==> config.mk <==
export PLATFORM = sky130hd
export DESIGN_NAME = alu_ctrl
export DESIGN_NICKNAME = d
export VERILOG_FILES = /design/src/rtl/alu_ctrl.sv
export SDC_FILE = /design/constraint.sdc
export NUM_CORES = 1
export LEC_CHECK = 0
export CAP_MARGIN = 25
export CORE_UTILIZATION = 47
export DETAILED_ROUTE_END_ITERATION = 8
export PLACE_DENSITY = 0.72
export SYNTH_ARGS = -nofsm -noshare
export SYNTH_HDL_FRONTEND = slang
export SYNTH_SLANG_ARGS = --single-unit
==> constraint.sdc <==
create_clock -name clk -period 1.6 [get_ports clk]
set_input_delay 0.32 -clock clk [delete_from_list [all_inputs] [get_ports clk]]
set_output_delay 0.32 -clock clk [all_outputs]
set_load 0.02 [all_outputs]
==> src/rtl/alu_ctrl.sv <==
// Instruction controller for the 6-bit ALU. It takes one instruction at a time
// over valid/ready, holds a 4 x DATA_W register file, and streams registers out.
module alu_ctrl #(
   parameter int DATA_W = 6,
   parameter int IMM_W  = 4
) (
   input  logic              clk,
   input  logic              rst_n,
   input  logic [7:0]        instr,
   input  logic              instrValid,
   output logic              instrReady,
   output logic [DATA_W-1:0] op1,
   output logic [DATA_W-1:0] op2,
   output logic              aluFun,
   input  logic [DATA_W-1:0] aluOut,
   output logic [DATA_W-1:0] dataOut,
   output logic              dataValid,
   output logic              ovf,
   output logic              busy
);

   localparam int         NREG   = 4;
   localparam logic [1:0] OP_ADD = 2'b00;
   localparam logic [1:0] OP_NOT = 2'b01;
   localparam logic [1:0] OP_LDI = 2'b10;
   localparam logic [1:0] OP_OUT = 2'b11;

   typedef enum logic [1:0] {
      S_IDLE   = 2'd0,
      S_DECODE = 2'd1,
      S_EXEC   = 2'd2
   } state_t;

   state_t            r_state;
   state_t            w_state_next;

   logic [7:0]        r_instr;
   logic [DATA_W-1:0] r_rf [NREG];
   logic [DATA_W-1:0] r_op1;
   logic [DATA_W-1:0] r_op2;
   logic              r_alu_fun;
   logic [DATA_W-1:0] r_data_out;
   logic              r_data_valid;
   logic              r_ovf;

   logic              w_ready;
   logic              w_accept;
   logic              w_in_decode;
   logic              w_in_exec;
   logic [1:0]        w_op;
   logic [1:0]        w_rd;
   logic [1:0]        w_rs;
   logic [DATA_W-1:0] w_rd_val;
   logic [DATA_W-1:0] w_rs_val;
   logic [DATA_W-1:0] w_imm;
   logic              w_wr_en;
   logic [DATA_W-1:0] w_wr_data;
   logic [NREG-1:0]   w_we;

   // Fields come from the latched copy, so upstream may change instr after accept.
   assign w_op     = r_instr[7:6];
   assign w_rd     = r_instr[5:4];
   assign w_rs     = r_instr[3:2];
   assign w_imm    = {{(DATA_W-IMM_W){r_instr[IMM_W-1]}}, r_instr[IMM_W-1:0]};
   assign w_rd_val = r_rf[w_rd];
   assign w_rs_val = r_rf[w_rs];

   //---------------------------------------------------------------- FSM
   always_ff @(posedge clk) begin
      if (!rst_n) begin
         r_state <= S_IDLE;
      end else begin
         r_state <= w_state_next;
      end
   end

   always_comb begin
      w_state_next = r_state;
      case (r_state)
         S_IDLE: begin
            if (instrValid) begin
               w_state_next = S_DECODE;
            end
         end
         S_DECODE: begin
            if (w_op == OP_ADD || w_op == OP_NOT) begin
               w_state_next = S_EXEC;
            end else begin
               w_state_next = S_IDLE;
            end
         end
         S_EXEC: begin
            w_state_next = S_IDLE;
         end
         default: begin
            w_state_next = S_IDLE;
         end
      endcase
   end

   always_comb begin
      w_ready     = 1'b0;
      w_in_decode = 1'b0;
      w_in_exec   = 1'b0;
      case (r_state)
         S_IDLE:   w_ready     = 1'b1;
         S_DECODE: w_in_decode = 1'b1;
         S_EXEC:   w_in_exec   = 1'b1;
         default:  w_ready     = 1'b0;
      endcase
   end

   assign w_accept = w_ready && instrValid;

   //---------------------------------------------------------- register file
   // LDI writes during DECODE, ALU results during EXEC; never both in a cycle.
   assign w_wr_en   = w_in_exec || (w_in_decode && w_op == OP_LDI);
   assign w_wr_data = w_in_exec ? aluOut : w_imm;

   generate
      for (genvar gi = 0; gi < NREG; gi++) begin : g_we
         assign w_we[gi] = w_wr_en && (w_rd == 2'(gi));
      end
   endgenerate

   always_ff @(posedge clk) begin
      for (int i = 0; i < NREG; i++) begin
         if (!rst_n) begin
            r_rf[i] <= '0;
         end else if (w_we[i]) begin
            r_rf[i] <= w_wr_data;
         end
      end
   end

   //---------------------------------------------------------------- datapath
   always_ff @(posedge clk) begin
      if (!rst_n) begin
         r_instr      <= '0;
         r_op1        <= '0;
         r_op2        <= '0;
         r_alu_fun    <= 1'b0;
         r_data_out   <= '0;
         r_data_valid <= 1'b0;
         r_ovf        <= 1'b0;
      end else begin
         r_data_valid <= 1'b0;
         if (w_accept) begin
            r_instr <= instr;
         end
         if (w_in_decode) begin
            case (w_op)
               OP_ADD: begin
                  r_op1     <= w_rd_val;
                  r_op2     <= w_rs_val;
                  r_alu_fun <= 1'b0;
               end
               OP_NOT: begin
                  r_op1     <= w_rd_val;
                  r_op2     <= '0;
                  r_alu_fun <= 1'b1;
               end
               OP_OUT: begin
                  r_data_out   <= w_rd_val;
                  r_data_valid <= 1'b1;
               end
               default: begin
               end
            endcase
         end
         // Signed overflow: like-signed operands giving a differently signed sum.
         if (w_in_exec && w_op == OP_ADD) begin
            r_ovf <= (r_op1[DATA_W-1] == r_op2[DATA_W-1]) &&
                     (aluOut[DATA_W-1] != r_op1[DATA_W-1]);
         end
      end
   end

   assign instrReady = w_ready;
   assign busy       = ~w_ready;
   assign op1        = r_op1;
   assign op2        = r_op2;
   assign aluFun     = r_alu_fun;
   assign dataOut    = r_data_out;
   assign dataValid  = r_data_valid;
   assign ovf        = r_ovf;

endmodule

# Word level (Yosys, flattened, before mapping)
# Memory sizes are Yosys's and may differ from the RTL's. A register that Yosys moved wholly into a read port is not among the register bits.
# Index checks and enable logic that the tools add are counted.
# W data, S select, Z words.
op_classes:
  eq_ne: 11
  mux: 31
  n_bitwise: 5
  n_reduce_logical: 19
ops:
  columns: ["cell", "n"]
  rows:
  - ["$mux W6", 5]
  - ["$mux W1", 17]
  - ["$mux W2", 6]
  - ["$pmux W6 S2", 1]
  - ["$eq A2 B2 Y1 const B", 5]
  - ["$logic_and A1 B1 Y1", 8]
  - ["$reduce_and A2 Y1", 4]
  - ["$eq A2 B1 Y1 const B", 3]
  - ["$logic_not A2 Y1", 3]
  - ["$or A1 B1 Y1", 4]
  - ["$pmux W2 S2", 1]
  - ["$logic_or A1 B1 Y1", 2]
  - ["$ne A2 B2 Y1 const B", 1]
  - ["$pmux W1 S2", 1]
  - ["$reduce_bool A2 Y1", 1]
  - ["$reduce_or A2 Y1", 1]
  - ["$eq A1 B1 Y1", 1]
  - ["$ne A1 B1 Y1", 1]
  - ["$not A1 Y1", 1]
totals:
  register_bits: 31
  ram_bits: 24
  out_inout_bits: 23
  elab_cells: 75
  memories: 1
mem_list:
  columns: ["name", "words", "width", "read_ports", "rd_ports_with_merged_regs", "wr", "line_no", "text"]
  rows:
  - ["r_rf", 4, 6, 2, 2, 4, "38", "logic [DATA_W-1:0] r_rf [NREG];"]

# Logic depth before layout (Yosys ltp)
# Gate-level depths: netlist of run 1.
logic_depth:
  depth_word: 9
  ltp_mapped: 4

# Least setup slack after synthesis of run 1
# No wires, ideal clock.
synth_timing:
  path_kind: "reg-to-reg"
  from: "register r_state[0]"
  to: "memory r_rf[2][0] (enable)"
  setup_ps: 377
  arrival_time_ps: 1350
  required_time_ps: 1223
  setup_slack_ps: -127
  path_stages_with_launch: 5
  n_path_buf: 1
  synth_period_minus_slack_ps: 1727
  path_cell_list: "dfxtp_1 > and2b_4 > buf_6 > o21ai_0 > o21ai_0"
synth_rtl:
  columns: ["item", "line_no", "text"]
  rows:
  - ["start: declaration", "34", "state_t r_state;"]
  - ["start signal: assignment", "73", "r_state <= w_state_next;"]
  - ["end: declaration", "38", null]

==> impl_metrics.json, run 1 <==
{
  "crit_required_ps": 1670,
  "antenna_found_initial": 0,
  "finalPower_uw": 3380,
  "whs_ps": 476,
  "via_count": 1754,
  "grt_pass1_vias": 1819,
  "pwr-share-comb": 0.115,
  "grtUsageTotal": 0.219,
  "cts_hold_buffers": 0,
  "grt_pass1_wl_um": 8610,
  "setup_ws_ps": 44.1,
  "viasPerCell": 5.40,
  "utilization": 0.686,
  "layout_commonest_cell": "nor2_1",
  "drc_errors": 0,
  "io_pins": 40,
  "h-tree-depth": 3,
  "p_seq_frac": 0.496,
  "core_area_sq_um": 4820,
  "nFillCells": 358,
  "min_path_type": "reg -> reg",
  "drive_gt1_frac": 0.256,
  "timing.rr.end": "r_rf[2][5]",
  "yosys.area.top_type": "edfxtp_1",
  "grt-ovfl-total": 0,
  "hpwl_um": 3940,
  "postSynthCellCount": 179,
  "worst-setup-path-type": "reg -> reg",
  "switchingPower_uw": 792,
  "cts_tree": "done",
  "synth_top_area_frac": 0.300,
  "worst_pin_slew_ps": 497,
  "worstPathArrival_ps": 1630,
  "layout.nets": 270,
  "drv_cap": 0,
  "syn_avg_cell_area_sq_um": 13.4,
  "drt_wl_total_um": 5280,
  "ir_worst_vdd_v": 0.000494,
  "firstDrtPassIters": 4,
  "synth_warnings": 0,
  "root_buffer": "clkbuf_8",
  "r2r-start": "r_state[0]",
  "dieHeight_um": 73.5,
  "cp_max_fo": 7,
  "clock_power_share": 0.389,
  "finalClockSkew_ps": 6.07,
  "layout_min_cycle_time_ps": 1560,
  "cp-start-kind": "register",
  "port_buffers": 39,
  "syn-cell-area_sq_um": 2400,
  "synth.distinct_cells": 28,
  "die_area_sq_um": 5400,
  "n_antenna_cell": 0,
  "outcome": "complete, no violations",
  "cts_sinks": 59,
  "drt_iter0_drc": 80,
  "p_leak_uw": 0.00145,
  "cp-end-kind": "register",
  "hold_viol": 0,
  "cp-startpoint": "r_state[0]",
  "grt_max_degree": 13,
  "place_congestion": 0.786,
  "clock_latency_ps": 330,
  "path_clk_slew_ps": 70,
  "ant_nets": 0,
  "fp.dieW_um": 73.5,
  "avgRoutedWirePerCell_um": 16.3,
  "r2r_setup_slack_ps": 40,
  "powerDensity_nw_per_um2": 1020,
  "slew_headroom": 0.668,
  "cts_buffers": 9,
  "ys_top_cells_by_area": "edfxtp_1 (30%), dfxtp_1 (29%), mux4_2 (11%)",
  "swShare": 0.235,
  "pre_cts_ws_ps": -169,
  "ys_seq_area_frac": 0.592,
  "synth_seq_cells": 59,
  "timing.final.crit_share": 0.972,
  "r2r_cells": 6,
  "fmax_ghz": 0.643,
  "setup_violations": 0,
  "clk_path_buf_depth": 2,
  "synth_fp_nets": 196,
  "final_cell_mix": "nor2_1 (37), dfxtp_1 (35), buf_4 (29)",
  "start_util": 0.498,
  "syn_to_final_growth_pct": 37.6,
  "drv_slew": 0,
  "internal_power_uw": 2580,
  "placementRows": 25,
  "endpoint": "r_rf[2][5]"
}
-- cells in the mapped netlist --
cell type  number
mux2i_1        15
nor3b_2         1
dfxtp_1        35
and2_1          1
clkbuf_1        1
a22o_1         18
inv_1           5
and2b_4         1
a21oi_1         2
nor3b_1         1
mux4_2         12
o211ai_1        2
o31a_1          1
nor2b_1         1
nand2_1         1
edfxtp_1       24
a311oi_1        1
o2111ai_2       2
and4bb_4        1
buf_4           1
and3b_1         1
buf_6           1
o21ai_0         6
or2_2           1
nand3b_1        1
nor2_1         38
nor3_2          1
buf_2           4
-- per-layer routing --
| layer | track usage | vias up | part of all wire |
|---|---|---|---|
| met5 | 0 | - | 0 |
| met4 | 0.0983 | 0 | 0.013 |
| met3 | 0.0412 | 9 | 0.057 |
| met2 | 0.394 | 56 | 0.53 |
| met1 | 0.251 | 863 | 0.40 |
| li1 | - | 826 | - |
-- metrics by stage --
| step | std cells | area, sq um | setup TNS [ps] |
|---|---|---|---|
| floorplan | 179 | 2400 | -3030 |
| global placement | 301 | 3020 | -1990 |
| detailed placement | 301 | 3020 | -3350 |
| CTS | 321 | 3260 | -51.3 |
| global route | 325 | 3300 | -47.5 |
| finish | 325 | 3300 | 0 |
-- power groups by stage --
| stage | clock [uW] | sequential (uW) | combinational (uW) |
|---|---|---|---|
| 5_1_grt | 1380 | 1680 | 417 |
| 3_3_place_gp | 0 | 1700 | 371 |
| 4_1_cts | 1330 | 1680 | 387 |
| 6_report | 1310 | 1670 | 388 |
| 2_1_floorplan | 0 | 1710 | 195 |
| 3_5_place_dp | 0 | 1710 | 384 |
-- layout make-up --
class	count	area, sq um	share of cell area
flip-flops and latches	59	1420	0.430
well taps	67	83.8	0.0254
clock inverters	5	52.6	0.0159
clock buffers	11	141	0.0428
repair buffers	69	634	0.192
multi-input cells	109	952	0.288
inverters	5	18.8	0.00568
-- timing repair --
action / CTS / global route
resized for setup: 19 / 17
buffers inserted: 3 / 4
gates cloned: 1 / 0
endpoints found under the setup margin: 41 / 73
pin swaps: 2 / 4
-- worst min-delay path by stage --
| stage | from | to | cells past startpoint |
|---|---|---|---|
| final | op1[2] | op1[2] | 1 |
| after global routing | op1[2] | op1[2] | 1 |
| after CTS | dataOut[3] | dataOut[3] | 1 |
| after detailed placement | dataOut[3] | dataOut[3] | 1 |
| after global placement | dataOut[1] | dataOut[1] | 1 |
| after floorplan | r_instr[0] | r_instr[0] | 2 |
-- flip-flops by register name (all words and copies together) (netlist names), named ones only --
register,cells
dataOut,6
dataValid,1
r_state,2
ovf,1
r_rf,24
op2,6
op1,6
r_instr,8
aluFun,1
-- critical path, cell delays in order, from the launching register on --
cell and delay [ps]:
dfxtp_1 350, buf_4 170, and2b_2 260, buf_4 150, o211ai_1 150, buf_4 170, nor2_1 50
-- logic make-up (layout without fill, tap and decap cells) --
logic type	after synthesis	in the layout	share of synthesized area
AO/OA/AOI/OAI	32	32	0.108
multiplexers	27	27	0.175
flip-flops	59	59	0.592
buffers and inverters	12	90	0.0255
AND/OR/NAND/NOR	49	50	0.0990
No activity file was read; power rests on OpenSTA's default activity.
==> run 2, diff against run 1 <==
- PLACE_DENSITY: 0.72 -> 0.86
==> run 2 against run 1 <==
Net effect:
- sequential share of layout area up 0.80 points
- highest routed layer unchanged
- register-to-register slack about the same
- setup slack worse by 9.3 ps
- global-route usage down 0.19 points
- flip-flop and latch count unchanged
==> impl_metrics.json, run 2 (synthesis results as in run 1) <==
{
  "outcome": "complete, no violations",
  "hpwl_um": 3930,
  "cpMaxStageDelayCell": "and4bb_4",
  "dieHeight_um": 73.5,
  "h-tree-depth": 3,
  "worst-path-buf-inv": 2,
  "cts_tree": "done",
  "worstPathArrival_ps": 1600,
  "drt_wl_total_um": 5500,
  "min_path_type": "reg -> reg",
  "start_util": 0.498,
  "cp_max_fo": 7,
  "fp.dieW_um": 73.5,
  "rsz0062_at_grt": "yes",
  "drc_errors": 0,
  "grt_pass1_wl_um": 8360,
  "min_from": "op1[4]",
  "cp_common_cell": "buf_4",
  "cts_buffers": 9,
  "root_buffer": "clkbuf_8",
  "grt_pass1_vias": 1774,
  "io_pins": 40,
  "layout.nets": 263,
  "powerDensity_nw_per_um2": 1040,
  "internal_power_uw": 2620,
  "wl_met2_um": 2930,
  "layout_commonest_cell": "nor2_1",
  "syn_to_final_growth_pct": 35.2,
  "cp_top_family": "buffers and inverters",
  "port_buffers": 39,
  "clk_path_buf_depth": 2,
  "largest_reg_flops": 24,
  "via_count": 1762,
  "switchingPower_uw": 764,
  "antenna_found_initial": 0,
  "timing.rr.end": "r_rf[1][2]",
  "setup_tns_ps": 0,
  "final_cell_mix": "nor2_1 (37), dfxtp_1 (34), edfxtp_1 (24)",
  "fmax_ghz": 0.639,
  "die_area_sq_um": 5400,
  "cts_sinks": 59,
  "layout_min_cycle_time_ps": 1570,
  "r2r_setup_slack_ps": 30,
  "worst-setup-path-type": "reg -> reg",
  "cp_cell_sequence": "buf_4 > and4bb_4 > o21ai_0 > o21ai_1 > buf_4",
  "drv_cap": 0,
  "setup_violations": 0,
  "core_area_sq_um": 4820,
  "grt_max_degree": 13,
  "clock_power_share": 0.396,
  "ant_nets": 0,
  "path_depth": 5,
  "reg_top3": "r_rf x24, r_instr x8",
  "hold_end": "op1[4]",
  "timing.final.crit_share": 0.978,
  "p_leak_uw": 0.00145,
  "drive_gt1_frac": 0.235,
  "cp-end-kind": "register",
  "worst_pin_slew_ps": 483,
  "grt-ovfl-total": 0,
  "wl_met3_um": 240,
  "viasPerCell": 5.54,
  "swShare": 0.226,
  "clock_latency_ps": 330,
  "top_layer": "met4",
  "met1_length_um": 2260,
  "finalClockSkew_ps": 12.7,
  "max_stage_delay_ps": 350,
  "hold_viol": 0,
  "ir_worst_vdd_v": 0.000481,
  "r2r-start": "r_state[1]",
  "hold_depth": 1,
  "drt_iter0_drc": 48,
  "p_seq_frac": 0.495,
  "crit_required_ps": 1640,
  "drv_slew": 0,
  "cp-start-kind": "register",
  "slew_headroom": 0.678,
  "place_congestion": 0.842,
  "pwr-share-comb": 0.109,
  "firstDrtPassIters": 4,
  "placementRows": 25,
  "n_antenna_cell": 0,
  "regMostFlops": "r_rf",
  "grtUsageTotal": 0.217,
  "avgRoutedWirePerCell_um": 17.3,
  "path_clk_slew_ps": 60,
  "cts_hold_buffers": 0,
  "r2r_cells": 5,
  "whs_ps": 476
}
==> run 2: repair_timing <==
item | in CTS | in global routing
resized for setup | 17 | 19
buffers inserted | 2 | 2
pin swaps | 2 | 2
gates cloned | 0 | 1
setup endpoints to repair | 22 | 52
==> run 2: layout make-up <==
| cell class | count | area (sq um) |
|---|---|---|
| inverter | 5 | 18.8 |
| sequential | 59 | 1420 |
| fill | 364 | 1570 |
| timing repair buffer | 62 | 584 |
| tap | 67 | 83.8 |
| clock inverter | 2 | 35.0 |
| multi-input combinational | 109 | 940 |
| clock buffer | 14 | 163 |
==> run 2: layer usage <==
| layer | vias up | GRT usage |
|---|---|---|
| met3 | 6 | 0.0549 |
| met1 | 885 | 0.239 |
| met2 | 61 | 0.388 |
| met5 | - | 0 |
| li1 | 810 | - |
| met4 | 0 | 0.105 |
==> run 2: worst max-delay path by stage <==
stage / from / slack, ps / to
floorplan: r_state[0] / -130 / r_rf[2][0]
CTS: op2[2] / 0.1 / op2[2]
detailed placement: rst_n / -160 / op1[0]
global route: r_state[1] / -70 / r_rf[1][1]
global placement: rst_n / -130 / op1[3]
finish: r_state[1] / 30 / r_rf[1][2]
==> run 2: power groups by stage <==
stage / Clock, uW / Sequential, uW / Combinational [uW]
global route: 1410 / 1690 / 396
detailed placement: 0 / 1710 / 367
CTS: 1350 / 1680 / 365
floorplan: 0 / 1710 / 195
finish: 1340 / 1680 / 368
global placement: 0 / 1700 / 355
==> run 2: per-stage QoR <==
| step | cell area [sq um] | util | instances | power (uW) | setup slack [ps] |
|---|---|---|---|---|---|
| 2_1_floorplan | 2400 | - | 179 | 1910 | -127 |
| 3_3_place_gp | 2990 | 0.620 | 297 | 2060 | -134 |
| 3_5_place_dp | 2990 | 0.620 | 297 | 2070 | -165 |
| 4_1_cts | 3190 | 0.661 | 315 | 3390 | 0.138 |
| 5_1_grt | 3250 | 0.674 | 318 | 3500 | -68.4 |
| 6_report | 3250 | 0.674 | 318 | 3390 | 34.8 |
==> run 3, diff against run 2 <==
- CORE_MARGIN: default -> 10
- GPL_TIMING_DRIVEN: default -> 0
==> run 3 against run 2 <==
Net effect:
- non-clock buffer count down 10
- via count down 8.1%
- clock power up 9%
- cell count down 3.5%
- flip-flop and latch count unchanged
- cell area down 3.2%
- fmax down 1.7%
- sequential power about the same
- hold slack worse by 0.56 ps
- critical path type unchanged
- largest cell class unchanged
- highest routed layer unchanged
==> impl_metrics.json, run 3 (synthesis results as in run 1) <==
{
  "hpwl_um": 3900,
  "cp_top_family": "compound AO/OA/AOI/OAI gates",
  "avgRoutedWirePerCell_um": 16.5,
  "path_depth": 3,
  "timing.final.crit_share": 0.995,
  "final_cell_mix": "nor2_1 (38), dfxtp_1 (32), edfxtp_1 (24)",
  "fp.dieW_um": 91.5,
  "drv_slew": 0,
  "h-tree-depth": 3,
  "pwr-share-comb": 0.097,
  "viasPerCell": 5.27,
  "placementRows": 25,
  "syn_to_final_growth_pct": 30.9,
  "p_leak_uw": 0.00123,
  "drc_errors": 0,
  "powerDensity_nw_per_um2": 1110,
  "r2r-start": "r_instr[6]",
  "drv_cap": 0,
  "clock_power_share": 0.419,
  "ir_worst_vdd_v": 0.000694,
  "grt-ovfl-total": 0,
  "p_seq_frac": 0.484,
  "dieHeight_um": 91.5,
  "drt_wl_total_um": 5080,
  "antenna_found_initial": 0,
  "internal_power_uw": 2710,
  "start_util": 0.495,
  "n_antenna_cell": 0,
  "reg_top3": "r_rf x24, r_instr x8",
  "switchingPower_uw": 772,
  "min_path_type": "reg -> reg",
  "largest_reg_flops": 24,
  "root_buffer": "clkbuf_8",
  "cp_cell_sequence": "and4bb_4 > o211ai_1 > nor2_1",
  "layout.nets": 252,
  "grt_pass1_vias": 1756,
  "clock_latency_ps": 330,
  "regMostFlops": "r_rf",
  "drt_iter0_drc": 59,
  "crit_required_ps": 1660,
  "core_area_sq_um": 4850,
  "via_count": 1619,
  "setup_tns_ps": 0,
  "r2r_cells": 3,
  "io_pins": 40,
  "setup_ws_ps": 8.08,
  "max_stage_delay_ps": 480,
  "outcome": "complete, no violations",
  "swShare": 0.222,
  "fmax_ghz": 0.628,
  "grtUsageTotal": 0.124,
  "utilization": 0.648,
  "worst-setup-path-type": "reg -> reg",
  "cp-end-kind": "register",
  "clk_path_buf_depth": 2,
  "whs_ps": 476,
  "cpMaxStageDelayCell": "o211ai_1",
  "die_area_sq_um": 8370,
  "setup_violations": 0,
  "timing.rr.end": "r_rf[0][5]",
  "hold_viol": 0,
  "grt_max_degree": 11,
  "port_buffers": 39,
  "pre_cts_ws_ps": -434,
  "cts_buffers": 9,
  "cts_tree": "done",
  "worstPathArrival_ps": 1650,
  "endpoint": "r_rf[0][5]",
  "nFillCells": 369,
  "place_congestion": 0.806,
  "dpl_cell_area_sq_um": 2880,
  "firstDrtPassIters": 4,
  "grt_pass1_wl_um": 8280,
  "worst-path-buf-inv": 0,
  "finalClockSkew_ps": 4.68,
  "path_clk_slew_ps": 60,
  "cp-startpoint": "r_instr[6]",
  "worst_pin_slew_ps": 565,
  "design_area_sq_um": 3140,
  "cts_sinks": 59,
  "ant_nets": 0,
  "drive_gt1_frac": 0.238,
  "cp-start-kind": "register",
  "layout_commonest_cell": "nor2_1",
  "layout_min_cycle_time_ps": 1590,
  "cp_max_fo": 6,
  "r2r_setup_slack_ps": 8,
  "slew_headroom": 0.622
}
[run 3: per-layer routing]
| metal | wire length [um] | global-route usage | up-vias |
|---|---|---|---|
| met5 | 0 | 0 | - |
| met4 | 144 | 0.0796 | 0 |
| met3 | 284 | 0.0403 | 16 |
| met2 | 2500 | 0.203 | 47 |
| met1 | 2150 | 0.135 | 764 |
| li1 | - | - | 792 |
[run 3: final cells by class]
class / count / area, sq um / area share
sequential: 59 / 1430 / 0.453
multi-input combinational: 108 / 948 / 0.302
timing repair buffer: 45 / 404 / 0.129
clock buffer: 10 / 138 / 0.0438
tap: 67 / 83.8 / 0.0267
clock inverter: 6 / 78.8 / 0.0251
buffer: 7 / 46.3 / 0.0147
inverter: 5 / 18.8 / 0.00597
[run 3: worst min path at each step]
| stage | start | end | cells past startpoint |
|---|---|---|---|
| 2_1_floorplan | r_instr[0] | r_instr[0] | 2 |
| 3_3_place_gp | dataOut[5] | dataOut[5] | 1 |
| 3_5_place_dp | op1[0] | op1[0] | 1 |
| 4_1_cts | op1[0] | op1[0] | 1 |
| 5_1_grt | op1[0] | op1[0] | 1 |
| 6_report | dataOut[1] | dataOut[1] | 1 |
[run 3: worst reg2reg max path: stages, from the launching register on]
cell and delay, ps:
dfxtp_1 430, and4bb_4 260, o211ai_1 480, nor2_1 150
[run 3: repair_timing]
action	CTS	global route
resized for setup	39	8
buffers inserted	5	1
setup endpoints to repair	47	48
pin swaps	4	2
hold buffers	0	0
[run 3: metrics by stage]
step / power (uW) / std cells
after floorplan: 1910 / 179
after global placement: 2030 / 285
after detailed placement: 2040 / 285
after CTS: 3490 / 306
after global routing: 3600 / 307
final: 3480 / 307
[run 3: power by group through the flow]
| stage | Sequential [uW] | Clock (uW) | Combinational (uW) |
|---|---|---|---|
| 6_report | 1680 | 1460 | 338 |
| 5_1_grt | 1690 | 1550 | 367 |
| 4_1_cts | 1680 | 1470 | 337 |
| 3_5_place_dp | 1710 | 0 | 330 |
| 3_3_place_gp | 1710 | 0 | 320 |
| 2_1_floorplan | 1710 | 0 | 195 |
